$ cat config.mk
export PLATFORM = sky130hd
export DESIGN_NAME = bs_serializer
export DESIGN_NICKNAME = d
export VERILOG_FILES = /design/src/rtl/bs_pkg.sv /design/src/rtl/bs_serializer.sv
export SDC_FILE = /design/constraint.sdc
export NUM_CORES = 1
export LEC_CHECK = 0
export CAP_MARGIN = 40
export CELL_PAD_IN_SITES_DETAIL_PLACEMENT = 1
export CELL_PAD_IN_SITES_GLOBAL_PLACEMENT = 1
export CORE_ASPECT_RATIO = 0.75
export CORE_UTILIZATION = 40
export CTS_CLUSTER_SIZE = 8
export DETAILED_ROUTE_END_ITERATION = 6
export GPL_TIMING_DRIVEN = 0
export PLACE_DENSITY = 0.76
export SYNTH_ARGS = -nofsm -noshare
export SYNTH_HDL_FRONTEND = slang
export SYNTH_SLANG_ARGS = --single-unit
$ cat constraint.sdc
create_clock -name clk -period 2.81 [get_ports clk]
set_input_delay 0.4215 -clock clk [delete_from_list [all_inputs] [get_ports clk]]
set_output_delay 0.4215 -clock clk [all_outputs]
set_load 0.02 [all_outputs]
$ cat src/rtl/bs_pkg.sv
// Shared types and default sizes for the bit-serial serializer.
package bs_pkg;

    // Default operand width and default number of sign-extension bits
    localparam int BS_W_DEFAULT   = 8;
    localparam int BS_EXT_DEFAULT = 8;

    // Frame sequencing: wait for a word, emit the start strobe, then shift bits out
    typedef enum logic [1:0] {
        IDLE  = 2'd0,
        START = 2'd1,
        SHIFT = 2'd2
    } bs_state_t;

endpackage

$ cat src/rtl/bs_serializer.sv
// Parallel-to-serial converter for two's-complement operands.
// A captured word is emitted LSB first and followed by EXT copies of its sign
// bit. A one-cycle start strobe precedes every frame so that downstream
// bit-serial stages can clear their state. start, sout, last and busy all come
// straight from flops; only din_ready is combinational.
module bs_serializer
    import bs_pkg::*;
#(
    parameter int W   = BS_W_DEFAULT,
    parameter int EXT = BS_EXT_DEFAULT
) (
    input  logic         clk,
    input  logic         rst,
    input  logic [W-1:0] din,
    input  logic         din_valid,
    output logic         din_ready,
    input  logic         abort,
    output logic         start,
    output logic         sout,
    output logic         last,
    output logic         busy
);

    // Frame length and bit counter sizing. The counter only runs from 0 to
    // L-1, so it can never wrap inside a frame.
    localparam int L  = W + EXT;
    localparam int CW = $clog2(L + 1);
    localparam logic [CW-1:0] LAST_BIT = CW'(L - 1);

    bs_state_t     state, state_n;
    logic [W-1:0]  shreg, shreg_n;
    logic [CW-1:0] cnt, cnt_n;
    logic          start_r, start_n;
    logic          sout_r, sout_n;
    logic          last_r, last_n;
    logic          busy_r, busy_n;

    // A word is accepted only while idle and not being told to abort
    assign din_ready = (state == IDLE) && !abort;

    // Next-state logic. The output flops are loaded with the values that belong
    // to the state being entered. The bit sent in a SHIFT cycle is therefore
    // taken from bit 0 of the register while it is being shifted. The shift is
    // arithmetic, so once the W data bits are gone only sign copies remain.
    always_comb begin
        state_n = state;
        shreg_n = shreg;
        cnt_n   = cnt;
        start_n = 1'b0;
        sout_n  = 1'b0;
        last_n  = 1'b0;

        if (abort) begin
            state_n = IDLE;
        end else begin
            case (state)
                IDLE: begin
                    if (din_valid) begin
                        state_n = START;
                        shreg_n = din;
                        cnt_n   = '0;
                        start_n = 1'b1;
                    end
                end
                START: begin
                    state_n = SHIFT;
                    cnt_n   = '0;
                    sout_n  = shreg[0];
                    shreg_n = {shreg[W-1], shreg[W-1:1]};
                end
                SHIFT: begin
                    if (cnt == LAST_BIT) begin
                        state_n = IDLE;
                    end else begin
                        cnt_n   = cnt + 1'b1;
                        sout_n  = shreg[0];
                        shreg_n = {shreg[W-1], shreg[W-1:1]};
                        last_n  = (cnt_n == LAST_BIT);
                    end
                end
                default: begin
                    state_n = IDLE;
                end
            endcase
        end

        busy_n = (state_n != IDLE);
    end

    // State, datapath and output registers. Reset overrides abort and any
    // handshake and truncates a running frame without a last pulse.
    always_ff @(posedge clk) begin
        if (rst) begin
            state   <= IDLE;
            shreg   <= '0;
            cnt     <= '0;
            start_r <= 1'b0;
            sout_r  <= 1'b0;
            last_r  <= 1'b0;
            busy_r  <= 1'b0;
        end else begin
            state   <= state_n;
            shreg   <= shreg_n;
            cnt     <= cnt_n;
            start_r <= start_n;
            sout_r  <= sout_n;
            last_r  <= last_n;
            busy_r  <= busy_n;
        end
    end

    assign start = start_r;
    assign sout  = sout_r;
    assign last  = last_r;
    assign busy  = busy_r;

endmodule

==> results of run 1 <==
[per-layer routing]
layer / vias up / track usage [%] / share of wire, %
li1: 439 / - / -
met1: 432 / 26.90 / 51
met2: 16 / 31.61 / 45
met3: 2 / 5.337 / 3.5
met4: 0 / 4.000 / 0.55
met5: - / 0 / 0
[flip-flops by register name, summed over array words and instances, names as in the netlist]
register / cells
busy: 1
start: 1
sout: 1
last: 1
state: 2
cnt: 5
shreg: 8
[tightest hold or removal path, cell delays in order, from the launching register on]
cell and delay, ns:
dfxtp_1 0.34, nand2_1 0.06, nor4_1 0.04
[layout make-up]
type                            count  area share [%]
Tap cell                           34           3.288
Clock buffer                        4           2.031
Sequential cell                    19           29.40
Timing Repair Buffer               16           12.38
Multi-Input combinational cell     82           48.84
Buffer                              5           2.321
Inverter                            6           1.741
[cells in the final DEF (no fill, tap or decap), types with 2 or more instances in the layout]
master,n
dfxtp_1,19
clkdlybuf4s50_1,16
nor2b_1,12
nor2_1,10
mux2i_1,7
mux2_4,7
ha_1,7
inv_1,6
clkbuf_1,4
nor3_1,4
nand3_1,4
nand2_1,3
a21oi_1,3
clkbuf_4,3
nor4_1,2
nand2b_1,2
o32ai_1,2
o21ai_0,2
o41ai_1,2
or4_1,2
[worst paths after layout]
path / slack (ns) / end / cells after the start
max reg2reg: 0.50 / cnt[4] / 6
min reg2reg: 0.47 / sout / 2
min: 0.47 / sout / 2
max: 0.50 / cnt[4] / 6
[power by group]
part | switching (mW) | leakage [nW] | internal, mW | total [mW]
clock | 0.0882 | 0.0150 | 0.0553 | 0.143
sequential | 0.00558 | 0.154 | 0.279 | 0.285
combinational | 0.0471 | 0.329 | 0.0516 | 0.0987
[cell families after synthesis]
logic type	Yosys count
AOI/OAI and AO/OA	13
xor gates and xnor gates	1
adders and majority gates	7
buffers and inverters	11
DFF	19
muxes	14
and+or+nand+nor	47
==> impl_metrics.json, run 1 <==
{
  "synth_top_area_share_pct": 35.72,
  "clk_latency_ns": 0.30,
  "cts_resized": 0,
  "pin_count": 17,
  "drive_gt1_share_pct": 11.36,
  "setup_tns_ns": 0,
  "fillCellCount": 300,
  "multi_input_area_um2": 631.9,
  "syn_avg_cell_area_um2": 9.507,
  "cp_slowest_cell": "nor4b_1",
  "synth_top_family_by_area": "simple AND/OR/NAND/NOR gates",
  "critPathMaxStageDelay_ns": 0.84,
  "cts-root-buf": "clkbuf_4",
  "row_count": 15,
  "drc": 0,
  "worstHoldStart": "shreg[0]",
  "netlist_top_cells_count": "19 x dfxtp_1, 12 x nor2b_1, 10 x nor2_1",
  "cts_tree": "yes",
  "worstPathRequired_ns": 3.02,
  "yosys_warnings": 0,
  "grt_usage_pct": 19.81,
  "clk_pin_slew_ns": 0.11,
  "hold_path_class": "reg -> reg",
  "vias": 889,
  "chipWidth_um": 61.58,
  "die_h_um": 46.68,
  "arrival_ns": 2.51,
  "cp_max_fo": 5,
  "crit_path_start": "cnt[1]",
  "diodes": 0,
  "placed_cell_area_mm2": 0.001267,
  "synth-xor-area-share_pct": 0.8226,
  "syn_area_mm2": 0.001065,
  "dp_slack_ns": 0.5481,
  "setup_viol": 0,
  "ys_seq_area_share_pct": 35.72,
  "ant_nets": 0,
  "core_mm2": 0.002402,
  "synth_cells": 112,
  "area_growth_pct": 21.50,
  "clock-sinks": 19,
  "fmax_mhz": 433.7,
  "synthMuxAreaShare_pct": 16.45,
  "max-cap-violations": 0,
  "grt_overflow": 0,
  "final_hold_viol_count": 0,
  "dieArea_mm2": 0.002874,
  "clockBufferDepth": 2,
  "start_util_pct": 44.32,
  "cp_num_buf_inv": 0,
  "synth_edf_count": 0,
  "grt_max_degree": 11,
  "min_period_ns": 2.306,
  "dr.pass1.iters": 2,
  "final_core_util_pct": 53.85,
  "routed_via_density": 5.355,
  "stdcell_count": 166,
  "p_per_area_mw_per_mm2": 407.3,
  "synth_compound_area_share_pct": 8.343,
  "ys.flop_type": "dfxtp_1",
  "power.leakage_nw": 0.4980,
  "netlist.top_cell.by_area": "dfxtp_1",
  "register_area_um2": 380.4,
  "ys_async_sr_fraction_pct": 0,
  "criticalPathCategory": "reg -> reg",
  "synth_simple_gate_area_share_pct": 25.50,
  "synth_nets": 131,
  "cp_common_cell": "ha_1",
  "dp.cells": 162,
  "yosys-top-cells-area": "dfxtp_1 36%, mux2_4 9.9%, ha_1 8.2%",
  "status": "finished clean",
  "relSlewSlack_pct": 36.07,
  "grt_pass1_wl_um": 3988,
  "post_cts_buffers": 0,
  "holdWs_ns": 0.4721,
  "route.final.wire_length_um": 2547,
  "critPathLaunchType": "flop",
  "synth_cell_types": 33,
  "crit_chain": "ha_1, and3_1, ha_1, nor4b_1, nand2_1, o32ai_1",
  "grt_pass1_vias": 857,
  "endpoint_kind": "flop",
  "worst_pin_slew_ns": 0.9456,
  "numCtsBuffers": 3,
  "grt_antenna_before_repair": 0,
  "synth.most_common_cell": "dfxtp_1",
  "ir_worst_vdd_mv": 0.2140,
  "avgRoutedWirePerCell_um": 15.34,
  "setup_ws_ns": 0.5043,
  "io_buffers": 16,
  "htree_levels": 1,
  "synth_seq_cells": 19,
  "crit_family": "simple AND/OR/NAND/NOR gates",
  "total_power_uw": 526.9,
  "fin_nets": 152,
  "timing.final.crit_share_pct": 82.05,
  "r2r-start": "cnt[1]",
  "rsz0062_at_grt": "false",
  "place_hpwl_um": 1868,
  "clock_skew_ns": 0.004757,
  "final_cell_area_mm2": 0.001294,
  "synthAdderAreaFrac_pct": 8.226,
  "drt-initial-drc-count": 20,
  "cts_hold_buf": 0,
  "drv_slew": 0,
  "gp_congestion": 0.8158
}
Note: power is estimated with default switching activity, not from simulation.
==> run 2: changes to the inputs <==
clock period = 2.2 ns   (was 2.81 ns; I/O delays follow)
==> run 2 against run 1 <==
Fmax up 7.0%. Utilization is 1.4 points higher. Critical path depth unchanged. Critical path type unchanged. Power increased by 28%. Global-route usage grew 0.47 points. Register-to-register slack got worse by 0.46 ns.
==> impl_metrics.json, run 2 (synthesis gave the netlist of run 1 again) <==
{
  "fin_nets": 152,
  "crit_family": "simple AND/OR/NAND/NOR gates",
  "io_buffers": 16,
  "cp_num_buf_inv": 0,
  "die_h_um": 46.68,
  "place_hpwl_um": 1868,
  "arrival_ns": 2.36,
  "regMostFlops": "shreg",
  "total_power_uw": 674.0,
  "ir_worst_vdd_mv": 0.2791,
  "critPathMaxStageDelay_ns": 0.63,
  "r2r_end": "shreg[4]",
  "worstHoldStart": "shreg[0]",
  "dp.cells": 162,
  "relSlewSlack_pct": 58.52,
  "clk_pin_slew_ns": 0.11,
  "row_count": 15,
  "dieArea_mm2": 0.002874,
  "final_cell_area_mm2": 0.001326,
  "route.final.wire_length_um": 2635,
  "register_area_um2": 384.1,
  "final_cell_mix": "16 x dfxtp_1, 15 x clkdlybuf4s50_1, 12 x nor2b_1",
  "fillCellCount": 298,
  "hold_path_class": "reg -> reg",
  "stdcell_count": 166,
  "drt-initial-drc-count": 26,
  "htree_levels": 1,
  "cts-root-buf": "clkbuf_4",
  "routed_via_density": 5.337,
  "drv_slew": 0,
  "grt_antenna_before_repair": 0,
  "placed_cell_area_mm2": 0.001267,
  "grt_max_degree": 11,
  "clk_latency_ns": 0.30,
  "chipWidth_um": 61.58,
  "final_hold_viol_count": 0,
  "core_mm2": 0.002402,
  "top_regs": "shreg x8, cnt x5, state x2",
  "clock_skew_ns": 0.004000,
  "worstPathRequired_ns": 2.40,
  "start_util_pct": 44.32,
  "pin_count": 17,
  "multi_input_area_um2": 658.1,
  "regToRegSetupSlack_ns": 0.05,
  "grt_pass1_vias": 895,
  "endpoint_kind": "flop",
  "reg2reg_depth": 6,
  "avgRoutedWirePerCell_um": 15.87,
  "drc": 0,
  "whs_endpoint": "sout",
  "cp_slowest_cell": "or4_4",
  "grt_overflow": 0,
  "r2r-start": "cnt[0]",
  "crit_chain": "ha_2, and3_4, ha_2, and2_4, or4_4, mux2_4",
  "power.leakage_nw": 0.5073,
  "max-cap-violations": 0,
  "cts_tree": "yes",
  "area_growth_pct": 24.56,
  "setup_viol": 0,
  "numCtsBuffers": 3,
  "clockBufferDepth": 2,
  "largest_reg_flops": 8,
  "ant_nets": 0,
  "status": "finished clean",
  "diodes": 0,
  "final_common_cell": "dfxtp_1",
  "clock-sinks": 19,
  "criticalPathCategory": "reg -> reg",
  "grt_pass1_wl_um": 4091,
  "dr.pass1.iters": 4,
  "fmax_mhz": 464.1,
  "setup_tns_ns": 0,
  "timing.final.crit_share_pct": 97.93,
  "vias": 886,
  "drive_gt1_share_pct": 18.18,
  "worst_pin_slew_ns": 0.6221,
  "whs_path_depth": 2,
  "min_period_ns": 2.155,
  "grt_usage_pct": 20.28,
  "p_per_area_mw_per_mm2": 508.2,
  "cp_common_cell": "ha_2",
  "gp_congestion": 0.8158,
  "critPathLaunchType": "flop",
  "cp_max_fo": 7
}
[run 2: cell types whose count changed in the layout (fill, tap and decap cells not counted), sizes merged]
| cell | change |
|---|---|
| clkdlybuf4s50 | -1 |
| dlymetal6s2s | +1 |
[run 2: how the worst max path moves through the flow]
stage	from	endpoint	depth (start not counted)
after detailed placement	cnt[1]	shreg[4]	7
after global placement	cnt[1]	shreg[6]	7
after floorplan	cnt[0]	shreg[0]	7
after CTS	state[0]	din_ready	4
final	cnt[0]	shreg[4]	6
after global routing	cnt[0]	shreg[6]	6
[run 2: routing by layer]
layer / global-route usage, % / share of wire (%) / vias up
met5: 0 / 0 / -
met4: 4.000 / 0.53 / 0
met3: 5.337 / 3.5 / 2
met2: 32.90 / 46 / 18
met1: 27.24 / 50 / 430
li1: - / - / 436
[run 2: final cells by class]
class                           instances  share of cell area [%]
Buffer                                  4                   1.698
Clock buffer                            4                   1.981
Timing Repair Buffer                   17                   12.83
Inverter                                6                   1.698
Multi-Input combinational cell         82                   49.62
Sequential cell                        19                   28.96
Tap cell                               34                   3.208
[run 2: where the power goes]
part | leakage (nW) | internal [mW] | switching, mW
logic | 0.336 | 0.0658 | 0.0608
clock network | 0.0150 | 0.0706 | 0.113
registers | 0.156 | 0.357 | 0.00709
total | 0.507 | 0.493 | 0.181
[run 2: metrics by stage]
stage	hold slack (ns)	utilization [%]	setup WS, ns
2_1_floorplan	0.4165	-	0.07967
3_3_place_gp	0.4328	52.76	-0.01446
3_5_place_dp	0.4455	52.76	-0.06193
4_1_cts	0.4688	54.69	0.002870
5_1_grt	0.4951	55.21	-0.004625
6_report	0.4718	55.21	0.04543
[run 2: what timing repair did]
action	CTS	global route
hold buffers	0	0
cloned	0	0
endpoints found under the setup margin	10	14
setup buffers	1	0
resized for setup	5	6
pin swaps	0	1
[run 2: worst min-delay path: cells and delay by family, from the launching register on]
family        cells  cell delay, ns
flops             1            0.34
simple gates      2            0.10
==> run 3: changes to the inputs <==
TNS_END_PERCENT = 10   (was default)
==> run 3 against run 2 <==
The flow now finishes with violations (setup timing). Sequential cell count is the same. Design area is essentially flat. Critical path depth grew 1. Routed wire length shrank 1.7%. Worst setup slack lost 0.056 ns. Clock skew is essentially flat. Critical endpoint unchanged. Largest cell class unchanged.
==> impl_metrics.json, run 3 (synthesis gave the netlist of run 1 again) <==
{
  "clockBufferDepth": 2,
  "route.final.wire_length_um": 2589,
  "met2_length_um": 1177,
  "hold_path_class": "reg -> reg",
  "fin_nets": 153,
  "worstPathRequired_ns": 2.40,
  "critPathMaxStageDelay_ns": 0.51,
  "crit_chain": "ha_1, and3_1, ha_2, and2_4, or4_4, buf_6, mux2_4",
  "largest_reg_flops": 8,
  "area_growth_pct": 24.68,
  "clock_skew_ns": 0.004261,
  "min_period_ns": 2.210,
  "cts-root-buf": "clkbuf_4",
  "cp_num_buf_inv": 1,
  "dp.cells": 162,
  "setup_ws_ns": -0.01007,
  "grt_usage_pct": 20.28,
  "status": "complete, but fails checks",
  "dr.pass1.iters": 3,
  "intPower_uw": 495.9,
  "final_cell_mix": "16 x dfxtp_1, 16 x clkdlybuf4s50_1, 12 x nor2b_1",
  "multi_input_area_um2": 650.6,
  "drv_slew": 0,
  "chipWidth_um": 61.58,
  "avgRoutedWirePerCell_um": 15.50,
  "p_per_area_mw_per_mm2": 510.8,
  "setup_viol": 7,
  "numCtsBuffers": 3,
  "p_clk_share_pct": 27.2,
  "core_mm2": 0.002402,
  "htree_levels": 1,
  "grt_pass1_wl_um": 4091,
  "r2r-start": "cnt[0]",
  "clk_pin_slew_ns": 0.12,
  "max-cap-violations": 0,
  "wl_met3_um": 88,
  "worstHoldStart": "shreg[0]",
  "clk_latency_ns": 0.30,
  "grt_overflow": 0,
  "start_util_pct": 44.32,
  "ir_worst_vdd_mv": 0.2762,
  "power.leakage_nw": 0.5079,
  "final_hold_viol_count": 0,
  "criticalPathCategory": "reg -> reg",
  "cp_slowest_cell": "or4_4",
  "regMostFlops": "shreg",
  "ant_nets": 0,
  "grt_pass1_vias": 895,
  "final_core_util_pct": 55.26,
  "register_area_um2": 384.1,
  "clock-sinks": 19,
  "top_regs": "shreg x8, cnt x5, state x2",
  "row_count": 15,
  "endpoint_kind": "flop",
  "grt_antenna_before_repair": 0,
  "fmax_mhz": 452.5,
  "pin_count": 17,
  "pwr-share-seq_pct": 53.6,
  "grt_max_degree": 11,
  "power.switching_uw": 182.2,
  "arrival_ns": 2.41,
  "drive_gt1_share_pct": 17.29,
  "io_buffers": 16,
  "routed_via_density": 5.353,
  "drc": 0,
  "drt-initial-drc-count": 18,
  "crit_path_start": "cnt[0]",
  "place_hpwl_um": 1868,
  "worst_pin_slew_ns": 0.6257,
  "die_h_um": 46.68,
  "rsz0062_at_grt": "true",
  "relSlewSlack_pct": 58.29,
  "swShare_pct": 26.87,
  "timing.final.crit_share_pct": 100.5,
  "dieArea_mm2": 0.002874,
  "regToRegSetupSlack_ns": -0.01,
  "stdcell_count": 167,
  "gp_congestion": 0.8158,
  "critPathLaunchType": "flop",
  "cp_max_fo": 7,
  "diodes": 0,
  "fillCellCount": 299,
  "vias": 894,
  "met1_length_um": 1308,
  "cts_tree": "yes",
  "cts_hold_buf": 0,
  "crit_family": "simple AND/OR/NAND/NOR gates",
  "comb_power_share_pct": 19.2,
  "routed.top_layer": "met4",
  "violations": "setup timing"
}
==> run 3: layer usage <==
layer / GRT usage (%) / up-vias
li1: - / 442
met1: 27.24 / 434
met2: 32.90 / 16
met3: 5.337 / 2
met4: 4.000 / 0
met5: 0 / -
==> run 3: final cells by class <==
cell class / count / area share, %
Inverter: 6 / 1.697
Sequential cell: 19 / 28.94
Clock buffer: 4 / 1.979
Multi-Input combinational cell: 82 / 49.01
Timing Repair Buffer: 17 / 12.63
Tap cell: 34 / 3.205
Buffer: 5 / 2.545
==> run 3: worst min-delay path, stage by stage, from the launching register on <==
cell     delay (ns)
dfxtp_1        0.34
nand2_1        0.06
nor4_1         0.04
==> run 3: what timing repair did <==
item                                    CTS  global route
resized for setup                         5             3
endpoints found under the setup margin   10            14
setup buffers                             1             0
pin swaps                                 0             0
==> run 3: path summary, 6_finish.rpt <==
kind,cells past startpoint,endpoint
setup / recovery,7,shreg[4]
hold / removal,2,sout
hold reg to reg,2,sout
setup reg to reg,7,shreg[4]
==> run 3: power by group through the flow <==
stage	clock network, mW	registers, mW	logic (mW)
final	0.184	0.364	0.130
after detailed placement	0	0.371	0.125
after CTS	0.191	0.364	0.129
after global routing	0.208	0.365	0.140
after floorplan	0	0.371	0.0769
after global placement	0	0.370	0.121
==> run 3: through the flow <==
step	hold slack, ns	setup slack, ns	TNS [ns]	area [µm²]	total power, mW
3_3_place_gp	0.4328	-0.01446	-0.08703	1267	0.4911
2_1_floorplan	0.4165	0.07967	0	1065	0.4481
5_1_grt	0.4951	-0.06525	-0.4497	1328	0.7132
3_5_place_dp	0.4455	-0.06193	-0.4010	1267	0.4962
4_1_cts	0.4688	0.002870	0	1314	0.6842
6_report	0.4710	-0.01007	-0.03809	1328	0.6781
